### config.mk
export PLATFORM = sky130hd
export DESIGN_NAME = gtxe2_chnl_tx_oob
export DESIGN_NICKNAME = d
export VERILOG_FILES = /design/src/rtl/gtxe2_chnl_tx_oob.sv
export SDC_FILE = /design/constraint.sdc
export NUM_CORES = 1
export LEC_CHECK = 0
export CORE_MARGIN = 2
export CORE_UTILIZATION = 49
export DETAILED_ROUTE_END_ITERATION = 8
export PLACE_DENSITY = 0.68
export SYNTH_ARGS = -nofsm -noshare
export SYNTH_HDL_FRONTEND = slang
export SYNTH_SLANG_ARGS = --single-unit
### constraint.sdc
create_clock -name clk -period 2.3 [get_ports clk]
set_clock_uncertainty 0.05 [all_clocks]
set_input_delay 0.46 -clock clk [delete_from_list [all_inputs] [get_ports clk]]
set_output_delay 0.46 -clock clk [all_outputs]
set_load 0.05 [all_outputs]
### src/rtl/gtxe2_chnl_tx_oob.sv
// TX-side SATA OOB generator: turns COMINIT/COMWAKE requests into burst/gap line patterns, else passes serial data or idles.
// Optional COMSAS request kind is enabled by defining GTXE2_TX_OOB_COMSAS_EN.
module gtxe2_chnl_tx_oob #(
    parameter int unsigned burst_len    = 240,
    parameter int unsigned wake_gap_len = 240,
    parameter int unsigned init_gap_len = 720,
`ifdef GTXE2_TX_OOB_COMSAS_EN
    parameter int unsigned sas_gap_len  = 2160,
`endif
    parameter int unsigned bursts_num   = 6,
    parameter int unsigned cnt_width    = 12
) (
    input  logic clk,
    input  logic reset,
    input  logic TXCOMINIT,
    input  logic TXCOMWAKE,
`ifdef GTXE2_TX_OOB_COMSAS_EN
    input  logic TXCOMSAS,
`endif
    input  logic TXELECIDLE,
    input  logic ser_p,
    input  logic ser_n,
    output logic TXP,
    output logic TXN,
    output logic TXCOMFINISH,
    output logic oob_active
);

    typedef enum logic [1:0] {ST_IDLE, ST_BURST, ST_GAP, ST_FIN} state_t;
    typedef enum logic [1:0] {KIND_INIT, KIND_WAKE, KIND_SAS} kind_t;

    localparam logic [cnt_width-1:0] burst_last = cnt_width'(burst_len - 1);
    localparam logic [cnt_width-1:0] bursts_end = cnt_width'(bursts_num);

    state_t               state;
    kind_t                kind;
    kind_t                req_kind;
    logic                 req;
    logic                 toggle;
    logic [cnt_width-1:0] len_cnt;
    logic [cnt_width-1:0] burst_cnt;
    logic [cnt_width-1:0] gap_last;

    // Request decode with INIT > WAKE > SAS priority
    always_comb begin
        req      = TXCOMINIT | TXCOMWAKE;
        req_kind = TXCOMINIT ? KIND_INIT : KIND_WAKE;
`ifdef GTXE2_TX_OOB_COMSAS_EN
        req = req | TXCOMSAS;
        if (!TXCOMINIT && !TXCOMWAKE) begin
            req_kind = KIND_SAS;
        end
`endif
    end

    always_comb begin
        case (kind)
            KIND_INIT: gap_last = cnt_width'(init_gap_len - 1);
`ifdef GTXE2_TX_OOB_COMSAS_EN
            KIND_SAS:  gap_last = cnt_width'(sas_gap_len - 1);
`endif
            default:   gap_last = cnt_width'(wake_gap_len - 1);
        endcase
    end

    // State register holds the phase currently on the line; outputs are set for the next cycle
    always_ff @(posedge clk or posedge reset) begin
        if (reset) begin
            state       <= ST_IDLE;
            kind        <= KIND_INIT;
            len_cnt     <= '0;
            burst_cnt   <= '0;
            toggle      <= 1'b1;
            TXP         <= 1'b0;
            TXN         <= 1'b0;
            TXCOMFINISH <= 1'b0;
            oob_active  <= 1'b0;
        end else begin
            TXCOMFINISH <= 1'b0;
            case (state)
                ST_IDLE: begin
                    if (req) begin
                        state      <= ST_BURST;
                        kind       <= req_kind;
                        len_cnt    <= '0;
                        burst_cnt  <= '0;
                        TXP        <= toggle;
                        TXN        <= ~toggle;
                        toggle     <= ~toggle;
                        oob_active <= 1'b1;
                    end else begin
                        TXP <= ~TXELECIDLE & ser_p;
                        TXN <= ~TXELECIDLE & ser_n;
                    end
                end
                ST_BURST: begin
                    if (len_cnt == burst_last) begin
                        state     <= ST_GAP;
                        len_cnt   <= '0;
                        burst_cnt <= burst_cnt + cnt_width'(1);
                        TXP       <= 1'b0;
                        TXN       <= 1'b0;
                    end else begin
                        len_cnt <= len_cnt + cnt_width'(1);
                        TXP     <= toggle;
                        TXN     <= ~toggle;
                        toggle  <= ~toggle;
                    end
                end
                ST_GAP: begin
                    TXP <= 1'b0;
                    TXN <= 1'b0;
                    if (len_cnt == gap_last) begin
                        len_cnt <= '0;
                        if (burst_cnt == bursts_end) begin
                            state       <= ST_FIN;
                            TXCOMFINISH <= 1'b1;
                        end else begin
                            state  <= ST_BURST;
                            TXP    <= 1'b1;
                            TXN    <= 1'b0;
                            toggle <= 1'b0;
                        end
                    end else begin
                        len_cnt <= len_cnt + cnt_width'(1);
                    end
                end
                ST_FIN: begin
                    state      <= ST_IDLE;
                    oob_active <= 1'b0;
                    toggle     <= 1'b1;
                    TXP        <= ~TXELECIDLE & ser_p;
                    TXN        <= ~TXELECIDLE & ser_n;
                end
                default: begin
                    state <= ST_IDLE;
                end
            endcase
        end
    end

endmodule
==> flow_summary_export.csv, run 1 <==
group,metric,value,unit
place,hpwl,3.25,mm
global_routing,grt_max_degree,33,
route,drc,0,
route,antenna_left,0,
critical_path,path_buf_inv,0,
power_and_ir_drop,p_int,1.39,mW
sta,slew-limit-headroom,0.663,
clock_tree,htree_num_levels,2,
sta,clock.fmax,467,MHz
power_and_ir_drop,clkPwrFrac,0.227,
clock_tree,clockBufferDepth,2,
critical_path,worstRegToRegCells,5,
power_and_ir_drop,p_seq_frac,0.309,
logic_synthesis,yosysWarningCount,0,
layout,layout-drive-gt1-share,0.161,
critical_path,critPathMaxFanout,8,
power_and_ir_drop,switchingPower,932,uW
floorplan,die_w,67.7,um
logic_synthesis,syn-cell-area,0.00199,mm2
sta,tns,0,ns
route,drt_pass1_iterations,4,
layout,area_growth,17.4,%
place,dp_cells,278,
route,wl_met2,2.08,mm
clock_tree,cts_resized,0,
clock_tree,clk-insertion-delay-late,0.28,ns
critical_path,critical-path-top-delay-family,"simple AND/OR/NAND/NOR gates",
clock_tree,clock-root-buffer,"clkbuf_8",
clock_tree,post_cts.repair.setup_buffers,0,
global_routing,grt_pass1_vias,1515,
power_and_ir_drop,switching_share,0.401,
floorplan,pin_count,11,
global_routing,antenna_found_initial,0,
route,viasPerCell,5.73,
route,drtIter0Drc,140,
critical_path,cp.arrival,2.26,ns
critical_path,cp_slowest_cell,"o41a_4",
route,vias,1638,
critical_path,cp-end-kind,"flip-flop",
global_routing,grt.total_usage,0.219,
clock_tree,clk_pin_slew,0.07,ns
critical_path,endpoint,"burst_cnt[7]",
place,dp_slack,0.114,ns
critical_path,timing.reg2reg.setup_slack,0.16,ns
critical_path,critPathMaxStageDelay,0.59,ns
outcome,status,"finished clean",
floorplan,die_h,67.7,um
global_routing,overflow,0,
floorplan,dieArea,0.00459,mm2
sta,hold_violations,0,
power_and_ir_drop,leakage,0.940,nW
route,wl_met1,2.09,mm
route,routedWlPerCell,15.4,um
logic_synthesis,synth_cells,208,
sta,fin_crit,2.14,ns
critical_path,r2r_end,"burst_cnt[7]",
layout,final_cells,286,
power_and_ir_drop,comb_power_share,0.464,
critical_path,r2r-start,"len_cnt[11]",
layout,post-route-util,0.593,
place,port-buffer-count,10,
critical_path,path_cells,"or3_4, o41a_4, nor4_2, xnor2_1, nor2_1",
clock_tree,cts_sinks,32,
floorplan,initial_utilization,0.505,
sta,grt_setup_unrepaired,"no",
critical_path,critical_path_class,"reg -> reg",
layout,n_antenna_cell,0,
min_path,hold_class,"reg -> reg",
floorplan,core_area,0.00394,mm2
floorplan,rows,23,
place,place.gp.congestion,0.834,
logic_synthesis,synth_area_per_cell,9.57,um2
critical_path,start_kind,"flip-flop",
clock_tree,cts_tree,"done",
route,totalWireLength,4.41,mm
critical_path,startpoint,"len_cnt[11]",
route,maxUsedRoutingLayer,"met4",
clock_tree,hold_buffers,0,
sta,setup_ws,0.158,ns
logic_synthesis,syn_nets,223,
logic_synthesis,synth-seq-area-share,0.403,
critical_path,crit_cells,5,
sta,setup_viol,0,
sta,drv_slew,0,
layout,fin_nets,250,
power_and_ir_drop,vdd_drop_max,0.531,mV
sta,timing.final.crit_share,0.931,
route,wl_met3,185,um
logic_synthesis,synth.distinct_cells,50,
power_and_ir_drop,p_per_area,993,mW/mm2
global_routing,grt_first_pass_wirelength,7.38,mm
sta,worst_pin_slew,0.505,ns
job,drv_cap,0,
logic_synthesis,ys_seq_elements,32,
critical_path,required,2.42,ns
clock_tree,cts_buffers,5,
[metrics by stage]
stage	power (mW)	hold slack, ns	cell area (um2)
CTS	2.32	0.476	2330
global route	2.49	0.518	2340
floorplan	1.50	0.442	1990
global placement	1.78	0.440	2220
finish	2.32	0.464	2340
detailed placement	1.79	0.460	2220
[sequential cells by signal, indices dropped and copies added (netlist names)]
signal,count
TXCOMFINISH,1
len_cnt,12
oob_active,1
kind,1
TXN,1
burst_cnt,12
TXP,1
state,2
toggle,1
[tightest hold or removal path, delay by kind of cell (launching register included)]
| family | cells | cell delay (ns) |
|---|---|---|
| compound gates | 1 | 0.06 |
| flops | 1 | 0.37 |
| simple gates | 1 | 0.05 |
[cell usage after synthesis (all sizes together)]
cell / instances / share of area
nand2b: 4 / 0.014
dfstp: 1 / 0.013
or4b: 1 / 0.0050
a32o: 1 / 0.0050
inv: 10 / 0.019
a22o: 1 / 0.0044
or3b: 2 / 0.010
xor2: 7 / 0.031
mux2: 1 / 0.0057
a21oi: 7 / 0.018
or2: 2 / 0.0063
a2111o: 1 / 0.0057
and4: 1 / 0.0050
a211oi: 1 / 0.0063
nand4b: 1 / 0.0044
or4: 1 / 0.0038
a22oi: 1 / 0.011
and3: 4 / 0.013
a41o: 1 / 0.0050
buf: 2 / 0.0075
nor4: 8 / 0.042
nand4: 10 / 0.031
and2: 2 / 0.0063
nor4bb: 1 / 0.0050
nor2: 25 / 0.047
o41a: 1 / 0.011
a32oi: 1 / 0.0044
nor3b: 2 / 0.0075
nand3b: 3 / 0.011
o32a: 1 / 0.0050
ha: 8 / 0.050
a31oi: 3 / 0.0094
o41ai: 1 / 0.014
nand4bb: 1 / 0.0057
nand3: 13 / 0.033
or3: 1 / 0.0057
dfrtp: 31 / 0.39
nand2: 14 / 0.026
o2bb2ai: 1 / 0.0044
nor3: 4 / 0.010
o21ai: 18 / 0.047
clkbuf: 1 / 0.0069
xnor2: 8 / 0.035
[worst min path at each step]
stage	start	endpoint	slack [ns]	cells past startpoint
final	oob_active	oob_active	0.46	2
after CTS	oob_active	oob_active	0.48	2
after detailed placement	oob_active	oob_active	0.46	2
after floorplan	len_cnt[0]	len_cnt[0]	0.44	1
after global routing	toggle	toggle	0.52	1
after global placement	oob_active	oob_active	0.44	2
[layer usage]
metal | track usage | vias to the layer above
met2 | 0.348 | 38
met4 | 0.0791 | 0
met3 | 0.0550 | 6
met5 | 0 | -
li1 | - | 817
met1 | 0.286 | 777
[final cells by class]
cell class | instances | area, um2
clock buffers | 6 | 72.6
clock inverters | 2 | 35.0
fillers | 356 | 1610
inverters | 10 | 37.5
multi-input cells | 163 | 1130
flip-flops and latches | 32 | 802
well taps | 50 | 62.6
repair buffers | 23 | 198
[cell families after synthesis]
group,Yosys count,share of synthesized area
muxes,1,0.00566
adders and majority gates,8,0.0503
AOI/OAI and AO/OA,39,0.150
xor gates and xnor gates,15,0.0660
buffers and inverters,13,0.0333
DFF,32,0.403
and+or+nand+nor,100,0.292
[cell usage in the layout, fill, tap and decap left out, types with 2 or more instances in the layout]
cell type / count
nand3b_1: 3
ha_1: 8
nor2_1: 25
clkdlybuf4s50_1: 10
xnor2_1: 8
nand4_1: 10
nor3_1: 4
nand2b_1: 3
inv_1: 10
a21oi_1: 7
nand3_1: 13
nor3b_1: 2
clkbuf_8: 5
a31oi_1: 3
xor2_1: 7
dfrtp_1: 31
and3_1: 4
o21ai_1: 10
o21ai_0: 7
nor4_1: 4
nand2_1: 14
nor4_2: 3
buf_4: 13
[power groups by stage]
stage          clock, mW  sequential [mW]  combinational [mW]
6_report           0.528            0.717                1.08
5_1_grt            0.572            0.727                1.19
4_1_cts            0.536            0.717                1.07
3_5_place_dp           0            0.727                1.06
3_3_place_gp           0            0.722                1.06
2_1_floorplan          0            0.793               0.702
Note: power is estimated with default switching activity, not from simulation.
==> inputs of run 2 (changes only) <==
--- a/config.mk
+++ b/config.mk
@@ -5,6 +5,7 @@
 export SDC_FILE = /design/constraint.sdc
 export NUM_CORES = 1
 export LEC_CHECK = 0
+export CORE_ASPECT_RATIO = 1.25
 export CORE_MARGIN = 2
 export CORE_UTILIZATION = 49
 export DETAILED_ROUTE_END_ITERATION = 8
==> flow_summary_export.csv, run 2 (same netlist as run 1, synthesis figures left out) <==
group,metric,value,unit
outcome,status,"finished clean",
route,wl_met1,1.97,mm
clock_tree,cts_sinks,32,
floorplan,pin_count,11,
clock_tree,cts_tree,"done",
route,antenna_left,0,
route,drt_pass1_iterations,4,
sta,hold_slack,0.480,ns
critical_path,cp_slowest_cell,"o41a_4",
critical_path,critical-path-top-delay-family,"compound AO/OA/AOI/OAI gates",
route,viasPerCell,5.78,
route,routedWlPerCell,15.6,um
sta,hold_violations,0,
layout,largest_registers,"burst_cnt: 12 flops, len_cnt: 12 flops, state: 2 flops",
power_and_ir_drop,p_per_area,955,mW/mm2
route,vias,1660,
clock_tree,cts_buffers,5,
route,wl_met2,2.28,mm
global_routing,overflow,0,
global_routing,antenna_found_initial,0,
clock_tree,clockBufferDepth,2,
route,wl_met3,149,um
place,port-buffer-count,10,
sta,setup_viol,0,
power_and_ir_drop,p_total,2.20,mW
layout,post-route-util,0.598,
power_and_ir_drop,clkPwrFrac,0.203,
power_and_ir_drop,switching_share,0.421,
power_and_ir_drop,vdd_drop_max,0.388,mV
clock_tree,post_cts.repair.setup_buffers,0,
sta,clock.fmax,459,MHz
sta,slew-limit-headroom,0.653,
power_and_ir_drop,switchingPower,926,uW
job,drv_cap,0,
power_and_ir_drop,p_int,1.27,mW
min_path,hold_class,"reg -> reg",
place,hpwl,3.35,mm
sta,grt_setup_unrepaired,"no",
global_routing,grt_pass1_vias,1707,
layout,layout-drive-gt1-share,0.146,
place,place.gp.congestion,0.899,
clock_tree,clk_pin_slew,0.07,ns
sta,tns,0,ns
critical_path,cp.arrival,2.30,ns
floorplan,die_w,61.0,um
floorplan,core_area,0.00385,mm2
floorplan,rows,25,
sta,drv_slew,0,
route,totalWireLength,4.49,mm
critical_path,cp-end-kind,"flip-flop",
sta,timing.final.crit_share,0.947,
critical_path,critical_path_class,"reg -> reg",
layout,area_growth,15.6,%
global_routing,grt_first_pass_wirelength,7.82,mm
global_routing,grt_max_degree,33,
route,drtIter0Drc,92,
clock_tree,clk-insertion-delay-late,0.29,ns
critical_path,critPathMaxFanout,8,
layout,layout_common_cells,"dfrtp_1 (31), nor2_1 (25), nand2_1 (14), nand3_1 (13)",
route,maxUsedRoutingLayer,"met4",
floorplan,dieArea,0.00459,mm2
power_and_ir_drop,comb_power_share,0.470,
power_and_ir_drop,leakage,0.918,nW
clock_tree,clock-root-buffer,"clkbuf_8",
floorplan,die_h,75.3,um
floorplan,initial_utilization,0.517,
layout,fin_nets,247,
global_routing,grt.total_usage,0.228,
layout,n_antenna_cell,0,
critical_path,critPathMaxStageDelay,0.59,ns
route,drc,0,
critical_path,path_buf_inv,0,
clock_tree,hold_buffers,0,
layout,final_common_cell,"dfrtp_1",
critical_path,required,2.42,ns
power_and_ir_drop,p_seq_frac,0.327,
sta,fin_crit,2.18,ns
critical_path,start_kind,"flip-flop",
clock_tree,htree_num_levels,2,
critical_path,path_cells,"or3_4, o41a_4, a22oi_4, and2_2, nor3_1",
sta,worst_pin_slew,0.519,ns
run 2: power groups by stage:
stage / Sequential (mW) / Combinational (mW) / Clock (mW)
CTS: 0.717 / 1.03 / 0.459
floorplan: 0.793 / 0.702 / 0
global placement: 0.721 / 1.00 / 0
finish: 0.718 / 1.03 / 0.447
global route: 0.729 / 1.14 / 0.485
detailed placement: 0.726 / 1.03 / 0
run 2: final cells by class:
type / count / area [um2]
Fill cell: 337 / 1550
Multi-Input combinational cell: 163 / 1130
Sequential cell: 32 / 802
Timing Repair Buffer: 20 / 175
Clock buffer: 8 / 90.1
Tap cell: 54 / 67.6
Inverter: 10 / 37.5
run 2: final timing paths:
path	cells past startpoint	endpoint	from	slack [ns]
setup / recovery	5	len_cnt[5]	len_cnt[8]	0.12
hold / removal	2	oob_active	oob_active	0.48
setup reg to reg	5	len_cnt[5]	len_cnt[8]	0.12
hold reg to reg	2	oob_active	oob_active	0.48
max in group asynchronous	3	toggle	reset	1.36
min in group asynchronous	3	len_cnt[10]	reset	0.50
run 2: timing repair:
| item | in CTS | in global routing |
|---|---|---|
| endpoints found under the setup margin | 0 | 7 |
| gates resized for setup | 0 | 2 |
| endpoints found under the hold margin | 0 | 0 |
run 2: routing by layer:
layer  GRT usage  vias up
li1            -      806
met1       0.292      815
met2       0.368       30
met3      0.0498        9
met4      0.0990        0
met5           0        -
run 2: tightest hold or removal path, cell delays in order (launching register included):
cell	delay, ns
dfrtp_1	0.38
nand2_1	0.06
o21ai_0	0.06
run 2: stage by stage:
step                setup slack (ns)  instance area (um2)  std cells
finish                         0.123                 2300        287
global route                  0.0301                 2300        287
CTS                           0.0244                 2290        287
detailed placement            0.0215                 2200        279
global placement              0.0825                 2200        279
floorplan                      0.157                 1990        208
==> inputs of run 3 (changes only) <==
--- a/config.mk
+++ b/config.mk
@@ -8,6 +8,7 @@
 export CORE_ASPECT_RATIO = 1.25
 export CORE_MARGIN = 2
 export CORE_UTILIZATION = 49
+export CTS_BUF_LIST = sky130_fd_sc_hd__clkbuf_8
 export DETAILED_ROUTE_END_ITERATION = 8
 export PLACE_DENSITY = 0.68
 export SYNTH_ARGS = -nofsm -noshare
==> flow_summary_export.csv, run 3 (same netlist as run 1, synthesis figures left out) <==
group,metric,value,unit
outcome,status,"finished clean",
power_and_ir_drop,switchingPower,931,uW
route,totalWireLength,4.50,mm
floorplan,dieArea,0.00459,mm2
place,place.gp.congestion,0.899,
sta,slew-limit-headroom,0.653,
power_and_ir_drop,p_int,1.26,mW
global_routing,antenna_found_initial,0,
power_and_ir_drop,switching_share,0.424,
floorplan,pin_count,11,
global_routing,grt_max_degree,33,
clock_tree,cts_tree,"done",
critical_path,path_buf_inv,0,
floorplan,die_h,75.3,um
power_and_ir_drop,vdd_drop_max,0.389,mV
route,antenna_left,0,
sta,tns,0,ns
clock_tree,clk_pin_slew,0.07,ns
layout,fin_nets,247,
sta,clock.fmax,460,MHz
sta,worst_pin_slew,0.519,ns
power_and_ir_drop,p_per_area,954,mW/mm2
critical_path,start_kind,"flip-flop",
sta,drv_slew,0,
clock_tree,cts_buffers,5,
place,port-buffer-count,10,
floorplan,initial_utilization,0.517,
route,vias,1651,
route,drc,0,
job,drv_cap,0,
place,hpwl,3.35,mm
layout,fill_cells,337,
floorplan,core_area,0.00385,mm2
clock_tree,htree_num_levels,2,
critical_path,path_cells,"or3_4, o41a_4, a22oi_4, and2_2, nor3_1",
layout,layout_common_cells,"dfrtp_1 (31), nor2_1 (25), nand2_1 (14), nand3_1 (13), inv_1 (12)",
sta,hold_violations,0,
route,routedWlPerCell,15.7,um
layout,final_common_cell,"dfrtp_1",
sta,fin_crit,2.17,ns
critical_path,critical-path-top-delay-family,"compound AO/OA/AOI/OAI gates",
critical_path,critical_path_class,"reg -> reg",
power_and_ir_drop,leakage,0.926,nW
layout,design_area,0.00230,mm2
power_and_ir_drop,clkPwrFrac,0.200,
critical_path,required,2.42,ns
layout,layout-drive-gt1-share,0.146,
global_routing,grt.total_usage,0.228,
route,viasPerCell,5.75,
layout,area_growth,15.6,%
clock_tree,clk-insertion-delay-late,0.29,ns
power_and_ir_drop,p_seq_frac,0.327,
sta,grt_setup_unrepaired,"no",
clock_tree,clock-root-buffer,"clkbuf_8",
power_and_ir_drop,comb_power_share,0.472,
place,place_area,0.00220,mm2
critical_path,critPathMaxFanout,8,
layout,n_antenna_cell,0,
global_routing,grt_first_pass_wirelength,7.82,mm
global_routing,overflow,0,
clock_tree,cts_sinks,32,
clock_tree,post_cts.repair.setup_buffers,0,
sta,setup_viol,0,
route,drtIter0Drc,93,
critical_path,critPathMaxStageDelay,0.59,ns
sta,timing.final.crit_share,0.946,
critical_path,cp-end-kind,"flip-flop",
clock_tree,clockBufferDepth,2,
min_path,hold_class,"reg -> reg",
global_routing,grt_pass1_vias,1707,
critical_path,cp_slowest_cell,"o41a_4",
floorplan,die_w,61.0,um
critical_path,cp.arrival,2.30,ns
layout,largest_registers,"burst_cnt: 12 flops, len_cnt: 12 flops, state: 2 flops",
floorplan,rows,25,
route,drt_pass1_iterations,4,
==> run 3: cell types whose count changed in the layout (fill, tap and decap cells not counted) <==
cell      delta
clkbuf_1     -2
inv_1        +2
==> run 3: routing by layer <==
layer  wire length (um)  global-route usage  up-vias
met5                  0                   0        -
met4                 90              0.0990        0
met3                113              0.0498        9
met2               2270               0.368       21
met1               2030               0.292      816
li1                   -                   -      805
==> run 3: cell type report <==
type / instances / area [um2] / share of cell area
Clock buffer: 6 / 82.6 / 0.0359
Clock inverter: 2 / 7.51 / 0.00326
Inverter: 10 / 37.5 / 0.0163
Multi-Input combinational cell: 163 / 1130 / 0.490
Sequential cell: 32 / 802 / 0.349
Tap cell: 54 / 67.6 / 0.0294
Timing Repair Buffer: 20 / 175 / 0.0761
==> run 3: worst min-delay path, cell delays in order (launching register included) <==
cell	delay (ns)
dfrtp_1	0.38
nand2_1	0.06
o21ai_0	0.06
==> run 3: path summary, 6_finish.rpt <==
path	depth (start not counted)	end	slack, ns	start
worst max-delay path	5	len_cnt[5]	0.13	len_cnt[11]
worst min-delay path	2	oob_active	0.48	oob_active
worst max register to register	5	len_cnt[5]	0.13	len_cnt[11]
worst min register to register	2	oob_active	0.48	oob_active
max in group asynchronous	3	toggle	1.36	reset
min in group asynchronous	3	len_cnt[10]	0.50	reset
==> run 3: power groups by stage <==
| stage | clock network [mW] | registers [mW] | logic, mW |
|---|---|---|---|
| final | 0.440 | 0.718 | 1.04 |
| after floorplan | 0 | 0.793 | 0.702 |
| after global placement | 0 | 0.721 | 1.00 |
| after detailed placement | 0 | 0.726 | 1.03 |
| after CTS | 0.450 | 0.717 | 1.03 |
| after global routing | 0.476 | 0.729 | 1.14 |
==> run 3: stage by stage <==
stage | hold WS, ns | total power [mW] | utilization | cells | setup slack [ns]
after floorplan | 0.442 | 1.50 | - | 208 | 0.157
after global placement | 0.451 | 1.72 | 0.573 | 279 | 0.0825
after detailed placement | 0.467 | 1.76 | 0.573 | 279 | 0.0215
after CTS | 0.481 | 2.20 | 0.596 | 287 | 0.0240
after global routing | 0.505 | 2.35 | 0.598 | 287 | 0.0301
final | 0.480 | 2.19 | 0.598 | 287 | 0.125
==> run 3: repair_timing <==
action / in CTS / in global routing
endpoints found under the hold margin: 0 / 0
hold buffers: 0 / 0
endpoints found under the setup margin: 0 / 7
gates resized for setup: 0 / 2
